**src/rtl/mult_req_sched.sv**
```systemverilog
// mult_req_sched
// Queues operand pairs in a small FIFO and hands them, one at a time, to an
// external multi-cycle shift-add multiplier. Products are presented on a
// valid/ready output port in the same order the pairs were pushed.
//
// Ports
//   clk, rst                 clock, synchronous active-high reset
//   in_valid/in_ready        operand pair handshake (in_a, in_b)
//   mul_start                one-cycle launch pulse to the multiplier
//   mul_a, mul_b             operands, stable from mul_start until mul_done
//   mul_done, mul_result     multiplier completion and product (mod 2^W)
//   out_valid/out_ready      product handshake (out_result)
//   done_cnt                 wrapping count of delivered products
//   err_spurious             sticky: mul_done seen outside WAIT
//
// state | meaning
// ------+------------------------------------------------------------
// IDLE  | no operation in flight; pops the FIFO head when occupancy > 0
// ISSUE | operands loaded, mul_start high for this single cycle
// WAIT  | waiting (unbounded) for mul_done, then captures the product
// HOLD  | out_valid high until the consumer takes out_result
module mult_req_sched #(
    parameter int W     = 32,
    parameter int DEPTH = 4
) (
    input  logic         clk,
    input  logic         rst,
    input  logic         in_valid,
    output logic         in_ready,
    input  logic [W-1:0] in_a,
    input  logic [W-1:0] in_b,
    output logic         mul_start,
    output logic [W-1:0] mul_a,
    output logic [W-1:0] mul_b,
    input  logic         mul_done,
    input  logic [W-1:0] mul_result,
    output logic         out_valid,
    input  logic         out_ready,
    output logic [W-1:0] out_result,
    output logic [15:0]  done_cnt,
    output logic         err_spurious
);

    localparam int PW = (DEPTH > 1) ? $clog2(DEPTH) : 1;
    localparam int OW = PW + 1;

    typedef enum logic [1:0] {
        IDLE  = 2'd0,
        ISSUE = 2'd1,
        WAIT  = 2'd2,
        HOLD  = 2'd3
    } state_t;

    state_t         state_q, state_d;

    logic [W-1:0]   fifo_a_q [DEPTH];
    logic [W-1:0]   fifo_b_q [DEPTH];
    logic [PW-1:0]  wr_ptr_q, wr_ptr_d;
    logic [PW-1:0]  rd_ptr_q, rd_ptr_d;
    logic [OW-1:0]  occ_q, occ_d;

    logic [W-1:0]   mul_a_q, mul_a_d;
    logic [W-1:0]   mul_b_q, mul_b_d;
    logic [W-1:0]   out_result_q, out_result_d;
    logic [15:0]    done_cnt_q, done_cnt_d;
    logic           err_q, err_d;

    logic           push;
    logic           pop;
    logic           capture;
    logic           deliver;

    // in_ready comes only from registered occupancy, so a pop from a full
    // FIFO frees a slot visible one cycle later, never combinationally.
    assign in_ready = (occ_q != OW'(DEPTH));
    assign push     = in_valid && in_ready;

    // FSM next-state and decoded controls. The pop decision also looks only
    // at registered occupancy, so a pair pushed into an empty FIFO is popped
    // on the following edge rather than the same one.
    always_comb begin
        state_d   = state_q;
        pop       = 1'b0;
        capture   = 1'b0;
        deliver   = 1'b0;
        mul_start = 1'b0;
        out_valid = 1'b0;
        case (state_q)
            IDLE: begin
                if (occ_q != '0) begin
                    pop     = 1'b1;
                    state_d = ISSUE;
                end
            end
            ISSUE: begin
                mul_start = 1'b1;
                state_d   = WAIT;
            end
            WAIT: begin
                if (mul_done) begin
                    capture = 1'b1;
                    state_d = HOLD;
                end
            end
            HOLD: begin
                out_valid = 1'b1;
                if (out_ready) begin
                    deliver = 1'b1;
                    state_d = IDLE;
                end
            end
            default: state_d = IDLE;
        endcase
    end

    // Datapath next-state.
    always_comb begin
        wr_ptr_d     = wr_ptr_q;
        rd_ptr_d     = rd_ptr_q;
        occ_d        = occ_q;
        mul_a_d      = mul_a_q;
        mul_b_d      = mul_b_q;
        out_result_d = out_result_q;
        done_cnt_d   = done_cnt_q;
        err_d        = err_q;

        if (push) begin
            wr_ptr_d = wr_ptr_q + PW'(1);
        end
        if (pop) begin
            rd_ptr_d = rd_ptr_q + PW'(1);
            mul_a_d  = fifo_a_q[rd_ptr_q];
            mul_b_d  = fifo_b_q[rd_ptr_q];
        end
        case ({push, pop})
            2'b10:   occ_d = occ_q + OW'(1);
            2'b01:   occ_d = occ_q - OW'(1);
            default: occ_d = occ_q;
        endcase

        if (capture) begin
            out_result_d = mul_result;
        end
        if (deliver) begin
            done_cnt_d = done_cnt_q + 16'd1;
        end
        // A completion that arrives outside WAIT carries no data we can trust.
        if (mul_done && (state_q != WAIT)) begin
            err_d = 1'b1;
        end
    end

    always_ff @(posedge clk) begin
        if (rst) begin
            state_q      <= IDLE;
            wr_ptr_q     <= '0;
            rd_ptr_q     <= '0;
            occ_q        <= '0;
            mul_a_q      <= '0;
            mul_b_q      <= '0;
            out_result_q <= '0;
            done_cnt_q   <= '0;
            err_q        <= 1'b0;
        end else begin
            state_q      <= state_d;
            wr_ptr_q     <= wr_ptr_d;
            rd_ptr_q     <= rd_ptr_d;
            occ_q        <= occ_d;
            mul_a_q      <= mul_a_d;
            mul_b_q      <= mul_b_d;
            out_result_q <= out_result_d;
            done_cnt_q   <= done_cnt_d;
            err_q        <= err_d;
        end
    end

    // FIFO storage needs no reset: entries are only read once written.
    always_ff @(posedge clk) begin
        if (push) begin
            fifo_a_q[wr_ptr_q] <= in_a;
            fifo_b_q[wr_ptr_q] <= in_b;
        end
    end

    assign mul_a        = mul_a_q;
    assign mul_b        = mul_b_q;
    assign out_result   = out_result_q;
    assign done_cnt     = done_cnt_q;
    assign err_spurious = err_q;

endmodule

```
**config.mk**
```make
export PLATFORM = sky130hd
export DESIGN_NAME = mult_req_sched
export DESIGN_NICKNAME = d
export VERILOG_FILES = /design/src/rtl/mult_req_sched.sv
export SDC_FILE = /design/constraint.sdc
export NUM_CORES = 1
export LEC_CHECK = 0
export BUFFER_PORTS_ARGS = -buffer_cell sky130_fd_sc_hd__buf_4
export CORE_MARGIN = 4
export CORE_UTILIZATION = 45
export DETAILED_ROUTE_END_ITERATION = 6
export GPL_TIMING_DRIVEN = 0
export PLACE_DENSITY = 0.66
export SLEW_MARGIN = 25
export SYNTH_ARGS = -nofsm -noshare
export SYNTH_HDL_FRONTEND = slang
export SYNTH_SLANG_ARGS = --single-unit
export TNS_END_PERCENT = 1
```
**constraint.sdc**
```tcl
create_clock -name clk -period 7 [get_ports clk]
set_clock_uncertainty 0.2 [all_clocks]
set_input_delay 0.7 -clock clk [delete_from_list [all_inputs] [get_ports clk]]
set_output_delay 0.7 -clock clk [all_outputs]
set_load 0.03 [all_outputs]
```
# Word-level counts from Yosys, hierarchy flattened
# Memories as Yosys holds them, arrays and structs flattened. A register that Yosys moved wholly into a read port is not among the register bits.
# Index checks and enable logic that the tools add are counted.
dict set report word_totals {
  input_bits 101
  latchBits 0
  output_inout_bits 116
  mem_bits_rw 256
  register_bits 58
  mem_bits_ro 0
  mem_count 2
}
dict set report op_classes {
  div 0
  eq_ne 10
  n_mux 15
  n_bitwise 0
  shift 0
  multipliers 0
  order_cmp 0
  add_sub_neg 5
  n_reduce_logical 6
}
# name words word_bits rd rd_clocked_by_memory_dff wr line_no
set mem_list {}
lappend mem_list {fifo_a_q 4 32 1 1 1 56} ;# logic [W-1:0] fifo_a_q [DEPTH];
lappend mem_list {fifo_b_q 4 32 1 1 1 57} ;# logic [W-1:0] fifo_b_q [DEPTH];
# operator count
set op_table {}
lappend op_table {{$add A16 B1 Y16 const B} 1}
lappend op_table {{$mux W1} 10}
lappend op_table {{$ne A2 B2 Y1 const B} 4}
lappend op_table {{$pmux W2 S4} 1}
lappend op_table {{$eq A2 B2 Y1 const B} 3}
lappend op_table {{$mux W2} 3}
lappend op_table {{$pmux W3 S2} 1}
lappend op_table {{$add A2 B1 Y2 const B} 2}
lappend op_table {{$eq A2 B1 Y1 const B} 2}
lappend op_table {{$add A3 B1 Y3 const B} 1}
lappend op_table {{$ne A3 B3 Y1 const B} 1}
lappend op_table {{$reduce_and A3 Y1} 1}
lappend op_table {{$reduce_bool A3 Y1} 1}
lappend op_table {{$sub A3 B1 Y3 const B} 1}
lappend op_table {{$logic_and A1 B1 Y1} 2}
lappend op_table {{$logic_not A2 Y1} 1}
lappend op_table {{$reduce_bool A2 Y1} 1}

# Logic depth before layout (Yosys ltp)
# Gate-level depths: netlist of run 1.
dict set report logic_depth {
  word_depth 5
  depth_mapped 11
  depth_no_buf 10
}

# Least setup slack after synthesis of run 1
# No wires, ideal clock.
dict set report synth_timing {
  kind {reg-to-reg}
  start {reg occ_q[0]}
  end {mem fifo_a_q[0][0] (enable)}
  t_required_ns 6.371
  n_path_buf 0
  stages_incl_launch_ff 3
  arrival_time_ns 2.315
  path_slack_ns 4.056
  period_less_slack_ns 2.944
  cell_sequence {dfxtp_1 > or3b_1 > and3_1}
}
dict set report synth_via {
  elab_chain_len 4
}
# item line_no
set synth_lines {}
lappend synth_lines {{start: declaration} 60} ;# logic [OW-1:0] occ_q, occ_d;
lappend synth_lines {{start signal: assignment} 158} ;# occ_q <= '0;
lappend synth_lines {{start signal: assignment} 168} ;# occ_q <= occ_d;
lappend synth_lines {{$ne A3 B3 Y1} 75} ;# assign in_ready = (occ_q != OW'(DEPTH));
lappend synth_lines {{via in_ready} 29} ;# output logic in_ready,
lappend synth_lines {{$logic_and A1 B1 Y1} 76} ;# assign push = in_valid && in_ready;
lappend synth_lines {{$mux W1} 179} ;# if (push) begin
lappend synth_lines {{$mux W1 (implied by the code)} 180} ;# fifo_a_q[wr_ptr_q] <= in_a;
lappend synth_lines {{end: declaration} 56}
# The timed path passes the listed nets, and every way through them passes these cells.

# Final worst setup path of run 1
dict set report layout_timing {
  start {reg state_q[0]}
  end {reg occ_q[2]}
}
dict set report layout_via {
  elab_chain_len 4
  elab_cells_between_ends 6
}
# item line_no
set layout_lines {}
lappend layout_lines {{start: declaration} 54} ;# state_t state_q, state_d;
lappend layout_lines {{start signal: assignment} 165} ;# state_q <= state_d;
lappend layout_lines {{$logic_not A2 Y1 (*)} 88} ;# case (state_q)
lappend layout_lines {{$mux W1 (*)} 88}
lappend layout_lines {{via pop} 69} ;# logic pop;
lappend layout_lines {{$eq A2 B1 Y1 / $eq A2 B2 Y1 (equally long branches)} 135} ;# case ({push, pop})
lappend layout_lines {{$pmux W3 S2 / $reduce_bool A2 Y1 (equally long branches)} n/a}
# The timed path passes the listed nets; every way through them passes the cells marked *.
# A chain may end at the register's enable or synchronous reset.

==> summary.md, run 1 <==
| Metric | Value |
|---|---|
| Status | `finished, final reports clean` |
| Mapped Nets | `1,015` |
| Unique masters post-synth | `36` |
| Final period utilization | `43.0%` |
| First-pass GRT wire length | `45,700 um` |
| Cells after synthesis | `902` |
| Avg Inst Size Synth | `15.3 um2` |
| Die Area | `0.0336 mm2` |
| Placeable Area | `0.0300 mm2` |
| Flop pwr share | `43.2%` |
| Top FF cell, synth | `edfxtp_1` |
| Total gr overflow | `0` |
| CTS tree | `done` |
| DR DRC count | `0` |
| Max-slew violations | `0` |
| Htree depth | `2` |
| Initial DRC Count | `403` |
| Detailed-route wire length per cell | `18.6 um` |
| Endpoints failing hold | `0` |
| Clk slew on worst S/H paths | `60 ps` |
| Synth Warn # | `0` |
| Vias in the first global route | `8,237` |
| RSZ-0062 raised after global routing | `no` |
| Most frequent cells in the layout | `edfxtp_1 (256), buf_4 (216), nand2_1 (202), dfxtp_1 (122), a21oi_1 (104)` |
| Hold Slack | `183 ps` |
| Clock sinks | `378` |
| Post-DP HPWL | `19,500 um` |
| Clock Path Buffers | `3` |
| Fin crit period | `3010 ps` |
| Crit path required time | `7230 ps` |
| Initial Util | `46.1%` |
| CTS root buf | `clkbuf_16` |
| Max Clock Freq | `332 MHz` |
| PwrDens | `387 mW/mm2` |
| Hold Path Class | `primary input to register` |
| # diodes | `0` |
| Pint | `4.61 mW` |
| GRT Total Usage | `17.4%` |
| Mapped Area | `0.0138 mm2` |
| Hold Buf Count CTS | `0` |
| Worst path slowest cell | `clkbuf_1` |
| Post-CTS sizing | `0` |
| Remaining antenna violation count after routing | `0` |
| Via/cell ratio | `5.10` |
| Final net count | `1,276` |
| Die H | `183 um` |
| Crit path cell chain | `inv_1, ha_1, nand2b_1, inv_1, clkbuf_1, ha_1, inv_1, fa_1, xor2_1, or3_1, a21oi_1` |
| Sw Share | `31.0%` |
| Drt total wl | `29,500 um` |
| P&R area growth vs syn | `24.9%` |
| Switch Pwr | `2.07 mW` |
| Rows | `63` |
| Proportion of layout cells with a drive suffix above 1 | `31.1%` |
| Pre-antenna DRT Iters | `4` |
| Comb pwr share | `27.3%` |
| Sequential fraction of the synthesis area | `73.3%` |
| Critical path type | `register to register` |
| Slew margin rel. | `46.6%` |
| Die width | `183 um` |
| Ys async rst share | `0%` |
| Clk pwr share | `29.5%` |
| CP most frequent cell | `inv_1` |
| Postcts setup bufs | `0` |
| Initial antenna violation count | `1` |
| CP max FO | `10` |
| Peak VDD IR | `0.000255 V` |
| Largest net degree at the start of global routing | `40` |
| Commonest non-fill, non-tap cell in the layout | `edfxtp_1` |
| Leak Pwr | `6.15 nW` |
| Ports | `217` |
| Final setup viols | `0` |
| Share of the synthesized area in the top cell type | `55.6%` |
| GP Congestion | `0.825` |
| Crit path capture type | `register` |
| Total CTS buffers | `40` |
| Final Instance Area | `0.0173 mm2` |
| CP arrival | `3240 ps` |
| CP max stage delay | `490 ps` |
| Cell taking the most area after synthesis | `edfxtp_1` |
| Largest cells by area after synthesis | `edfxtp_1 (56%), dfxtp_1 (18%), mux4_2 (10%)` |
| Yosys reg bits | `378` |
| Least-Margin Pin Slew | `801 ps` |
| Area post-placement | `0.0160 mm2` |
| Worst skew pair latency | `510 ps` |
| Post-synth EDFFs | `256` |
| Final core occ | `57.6%` |
| Max Cap Viol | `0` |
| Final setup TNS | `0 ps` |
| Port Buffers | `215` |
| Via count | `8,075` |
| Startpoint types | `register` |
[logic make-up (layout without fill, tap and decap cells)]
kind of cell,count (synthesis),count (layout),synth area share [%]
compound gates,110,110,4.08
xor+xnor,17,17,1.08
fa+ha+maj,12,12,1.14
buf+inv,63,355,2.13
flops,378,378,73.3
mux,65,65,10.5
simple gates,257,257,7.73
[synth_stat cells, types with 2 or more instances]
master / count
nor3_1: 5
dfxtp_1: 122
nand3_1: 4
nor2_1: 22
xor2_1: 8
nor4_1: 3
or3_1: 3
buf_2: 19
buf_6: 4
edfxtp_1: 256
and3_1: 4
o21ai_0: 2
buf_1: 2
nand4_1: 5
clkbuf_1: 22
inv_1: 15
nand2_1: 202
a21oi_1: 104
mux4_2: 64
and4_1: 2
ha_1: 11
xnor2_1: 9
[flip-flops by register name (all words and copies together) (netlist names), 3 cells and up]
signal,flops
done_cnt,16
fifo_a_q,128
fifo_b_q,128
mul_a,32
mul_b,32
occ_q,3
out_result,32
[power groups by stage]
stage / sequential, mW / clock, mW / combinational [mW]
floorplan: 3.25 / 0 / 0.846
global placement: 2.95 / 0 / 1.81
detailed placement: 2.94 / 0 / 1.85
CTS: 2.89 / 2.02 / 1.86
global route: 2.92 / 2.12 / 1.98
finish: 2.89 / 1.97 / 1.82
[final timing paths]
check,from,to,slack (ps),cells past startpoint
worst max-delay path,state_q[0],occ_q[2],3990,11
worst min register to register,mul_a[11],mul_a[11],250,2
worst min-delay path,in_a[30],fifo_a_q[2][30],180,1
worst max register to register,state_q[0],occ_q[2],3990,11
[area by class of cell]
cell class / count / area [um2]
Fill cell: 2398 / 12700
Sequential cell: 378 / 10100
Multi-Input combinational cell: 461 / 3410
Timing Repair Buffer: 219 / 1700
Clock buffer: 61 / 1140
Tap cell: 390 / 488
Buffer: 48 / 238
Clock inverter: 12 / 93.8
Inverter: 15 / 56.3
[through the flow]
| stage | total power [mW] | cells | worst slack (ps) |
|---|---|---|---|
| 2_1_floorplan | 4.10 | 902 | 4060 |
| 3_3_place_gp | 4.76 | 1507 | 2760 |
| 3_5_place_dp | 4.79 | 1511 | 3990 |
| 4_1_cts | 6.77 | 1584 | 3970 |
| 5_1_grt | 7.02 | 1584 | 3810 |
| 6_report | 6.68 | 1584 | 3990 |
[per-layer routing]
metal	vias to the layer above	GRT usage, %	part of all wire (%)
met4	2	3.37	1.3
met2	250	29.0	49
li1	3829	-	-
met1	3960	23.5	43
met5	-	0	0.044
met3	34	4.42	7.1
[critical path, delay by kind of cell, from the launching register on]
| kind | cells | cell delay (ps) |
|---|---|---|
| fa+ha+maj | 3 | 870 |
| compound gates | 1 | 140 |
| simple gates | 2 | 400 |
| xor+xnor | 1 | 150 |
| buf+inv | 4 | 840 |
| flops | 1 | 340 |
No activity file was read; power rests on OpenSTA's default activity.
==> run 2: changes to the inputs <==
- clock period: 7 -> 3 ns (I/O delays scaled with it)
==> run 2 against run 1 <==
Effect of this change:
- final area up 5.7%
- clock power up 130%
- die area unchanged
- power up 140%
- hold slack worse by 99 ps
==> summary.md, run 2 (synthesis gave the netlist of run 1 again) <==
| Metric | Value |
|---|---|
| Clock sinks | `378 (unchanged)` |
| CP max FO | `13 (was 10)` |
| Crit path cell chain | `inv_1, ha_1, nand2b_1, inv_1, ha_1, inv_1, fa_1, xor2_1, or3_1, a21oi_1 (was inv_1, ha_1, nand2b_1, inv_1, clkbuf_1, ha_1, inv_1, fa_1, xor2_1, or3_1, a21oi_1)` |
| Worst skew pair latency | `510 ps (about the same)` |
| Clock Path Buffers | `3 (unchanged)` |
| Rows | `63 (unchanged)` |
| Worst reg2reg setup slack | `230 ps (was 3990 ps)` |
| Detailed-route wire length per cell | `18.1 um (was 18.6 um)` |
| # placed instances | `1,511 (unchanged)` |
| CP arrival | `3000 ps (was 3240 ps)` |
| Pwr Total | `15.7 mW (was 6.68 mW)` |
| Slew margin rel. | `46.1% (was 46.6%)` |
| Commonest non-fill, non-tap cell in the layout | `edfxtp_1 (unchanged)` |
| Finished Layout Cells | `1,682 (was 1,584)` |
| Initial DRC Count | `435 (was 403)` |
| Hold Slack | `83.8 ps (was 183 ps)` |
| Worst path slowest cell | `inv_1 (was clkbuf_1)` |
| Fin crit period | `2770 ps (was 3010 ps)` |
| Initial antenna violation count | `1 (unchanged)` |
| Final Instance Area | `0.0182 mm2 (was 0.0173 mm2)` |
| Startpoint types | `register (unchanged)` |
| Final setup TNS | `0 ps (unchanged)` |
| Max Cap Viol | `0 (unchanged)` |
| Pint | `10.8 mW (was 4.61 mW)` |
| Most frequent cells in the layout | `edfxtp_1 (256), buf_4 (216), nand2_1 (202), dfxtp_1 (122), a21oi_1 (104) (unchanged)` |
| First-pass GRT wire length | `47,900 um (was 45,700 um)` |
| P&R area growth vs syn | `32.1% (was 24.9%)` |
| Crit-path leading delay family | `adder cells (unchanged)` |
| R2r endpoint | `occ_q[2] (unchanged)` |
| Htree depth | `2 (unchanged)` |
| Die Area | `0.0336 mm2 (unchanged)` |
| Clk pwr share | `29.3% (was 29.5%)` |
| Final core occ | `60.9% (was 57.6%)` |
| Leak Pwr | `6.56 nW (was 6.15 nW)` |
| Placement Setup Slack | `-11.8 ps (was 3990 ps)` |
| Die H | `183 um (unchanged)` |
| Port Buffers | `215 (unchanged)` |
| Vias in the first global route | `8,785 (was 8,237)` |
| Least-Margin Pin Slew | `808 ps (was 801 ps)` |
| Status | `finished, final reports clean (unchanged)` |
| Clk slew on worst S/H paths | `60 ps (about the same)` |
| Peak VDD IR | `0.000582 V (was 0.000255 V)` |
| Flop pwr share | `42.9% (was 43.2%)` |
| Min-Delay Path Depth | `4 (was 1)` |
| GRT Total Usage | `18.0% (was 17.4%)` |
| CP max stage delay | `430 ps (was 490 ps)` |
| Placeable Area | `0.0300 mm2 (unchanged)` |
| Die width | `183 um (unchanged)` |
| Endpoints failing hold | `0 (unchanged)` |
| CTS root buf | `clkbuf_16 (unchanged)` |
| Final period utilization | `92.4% (was 43.0%)` |
| Total gr overflow | `0 (unchanged)` |
| Final Worst Setup Slack | `227 ps (was 3990 ps)` |
| Hold Path Class | `primary input to register (unchanged)` |
| R2R Path Start | `state_q[0] (unchanged)` |
| Ports | `217 (unchanged)` |
| Final setup viols | `0 (unchanged)` |
| Min-delay src | `in_valid (was in_a[30])` |
| CTS tree | `done (unchanged)` |
| Via count | `8,474 (was 8,075)` |
| Initial Util | `46.1% (unchanged)` |
| Crit path required time | `3230 ps (was 7230 ps)` |
| CP Buf/Inv Count | `3 (was 4)` |
| Crit path capture type | `register (unchanged)` |
| # diodes | `0 (unchanged)` |
| Pre-antenna DRT Iters | `4 (unchanged)` |
| Max-slew violations | `0 (unchanged)` |
| Drt total wl | `30,500 um (was 29,500 um)` |
| Critical path type | `register to register (unchanged)` |
| Remaining antenna violation count after routing | `0 (unchanged)` |
| Sw Share | `31.1% (was 31.0%)` |
| CP most frequent cell | `inv_1 (unchanged)` |
| DR DRC count | `0 (unchanged)` |
| Final net count | `1,374 (was 1,276)` |
| RSZ-0062 raised after global routing | `no (unchanged)` |
| Comb pwr share | `27.8% (was 27.3%)` |
| R2r worst-path depth | `10 (was 11)` |
| Filler cell count | `2,287 (was 2,398)` |
| Largest net degree at the start of global routing | `40 (unchanged)` |
| GP Congestion | `0.825 (unchanged)` |
| Top Registers | `fifo_a_q (128), fifo_b_q (128) (unchanged)` |
| Via/cell ratio | `5.04 (was 5.10)` |
| Total CTS buffers | `40 (unchanged)` |
| Switch Pwr | `4.88 mW (was 2.07 mW)` |
| Area post-placement | `0.0160 mm2 (unchanged)` |
| PwrDens | `861 mW/mm2 (was 387 mW/mm2)` |
| Post-CTS sizing | `0 (unchanged)` |
| Proportion of layout cells with a drive suffix above 1 | `28.7% (was 31.1%)` |
| Post-DP HPWL | `19,500 um (unchanged)` |
| Max Clock Freq | `361 MHz (was 332 MHz)` |
| Min-Delay Endpoint | `wr_ptr_q[1] (was fifo_a_q[2][30])` |
run 2: power groups by stage:
stage	Clock (mW)	Combinational, mW	Sequential (mW)
finish	4.60	4.36	6.74
global route	4.95	4.74	6.82
CTS	4.72	4.44	6.75
detailed placement	0	4.32	6.85
global placement	0	4.23	6.87
floorplan	0	1.98	7.58
run 2: routing by layer:
metal / global-route usage [%] / part of all wire, % / vias up
met1: 24.5 / 43 / 4152
li1: - / - / 4027
met4: 3.37 / 1.1 / 2
met3: 3.75 / 6.5 / 33
met2: 30.7 / 49 / 260
met5: 0 / 0.043 / -
run 2: worst min-delay path: cells and delay by family:
kind                   cells  cell delay, ps
and+or+nand+nor            2             260
buffers and inverters      1             130
AOI/OAI and AO/OA          1              50
run 2: what timing repair did:
item,4_1_cts,5_1_grt
endpoints found under the setup margin,1,0
setup buffers,0,0
hold buffers,99,0
hold endpoints to repair,292,0
run 2: layout make-up:
cell class,instances,area [um2],share of cell area (%)
repair buffers,318,2690,14.8
flip-flops and latches,378,10100,55.5
clock buffers,61,1140,6.25
inverters,15,56.3,0.309
plain buffers,47,234,1.28
clock inverters,12,93.8,0.514
multi-input cells,461,3410,18.7
well taps,390,488,2.67
run 2: worst max path at each step:
stage | startpoint | endpoint | slack [ps] | cells past startpoint
after floorplan | occ_q[0] | fifo_a_q[0][0] | 60 | 2
after CTS | state_q[0] | occ_q[2] | 210 | 10
after global routing | state_q[1] | occ_q[2] | 60 | 10
after detailed placement | state_q[0] | occ_q[2] | -10 | 11
after global placement | occ_q[0] | fifo_a_q[0][28] | -1060 | 2
final | state_q[0] | occ_q[2] | 230 | 10
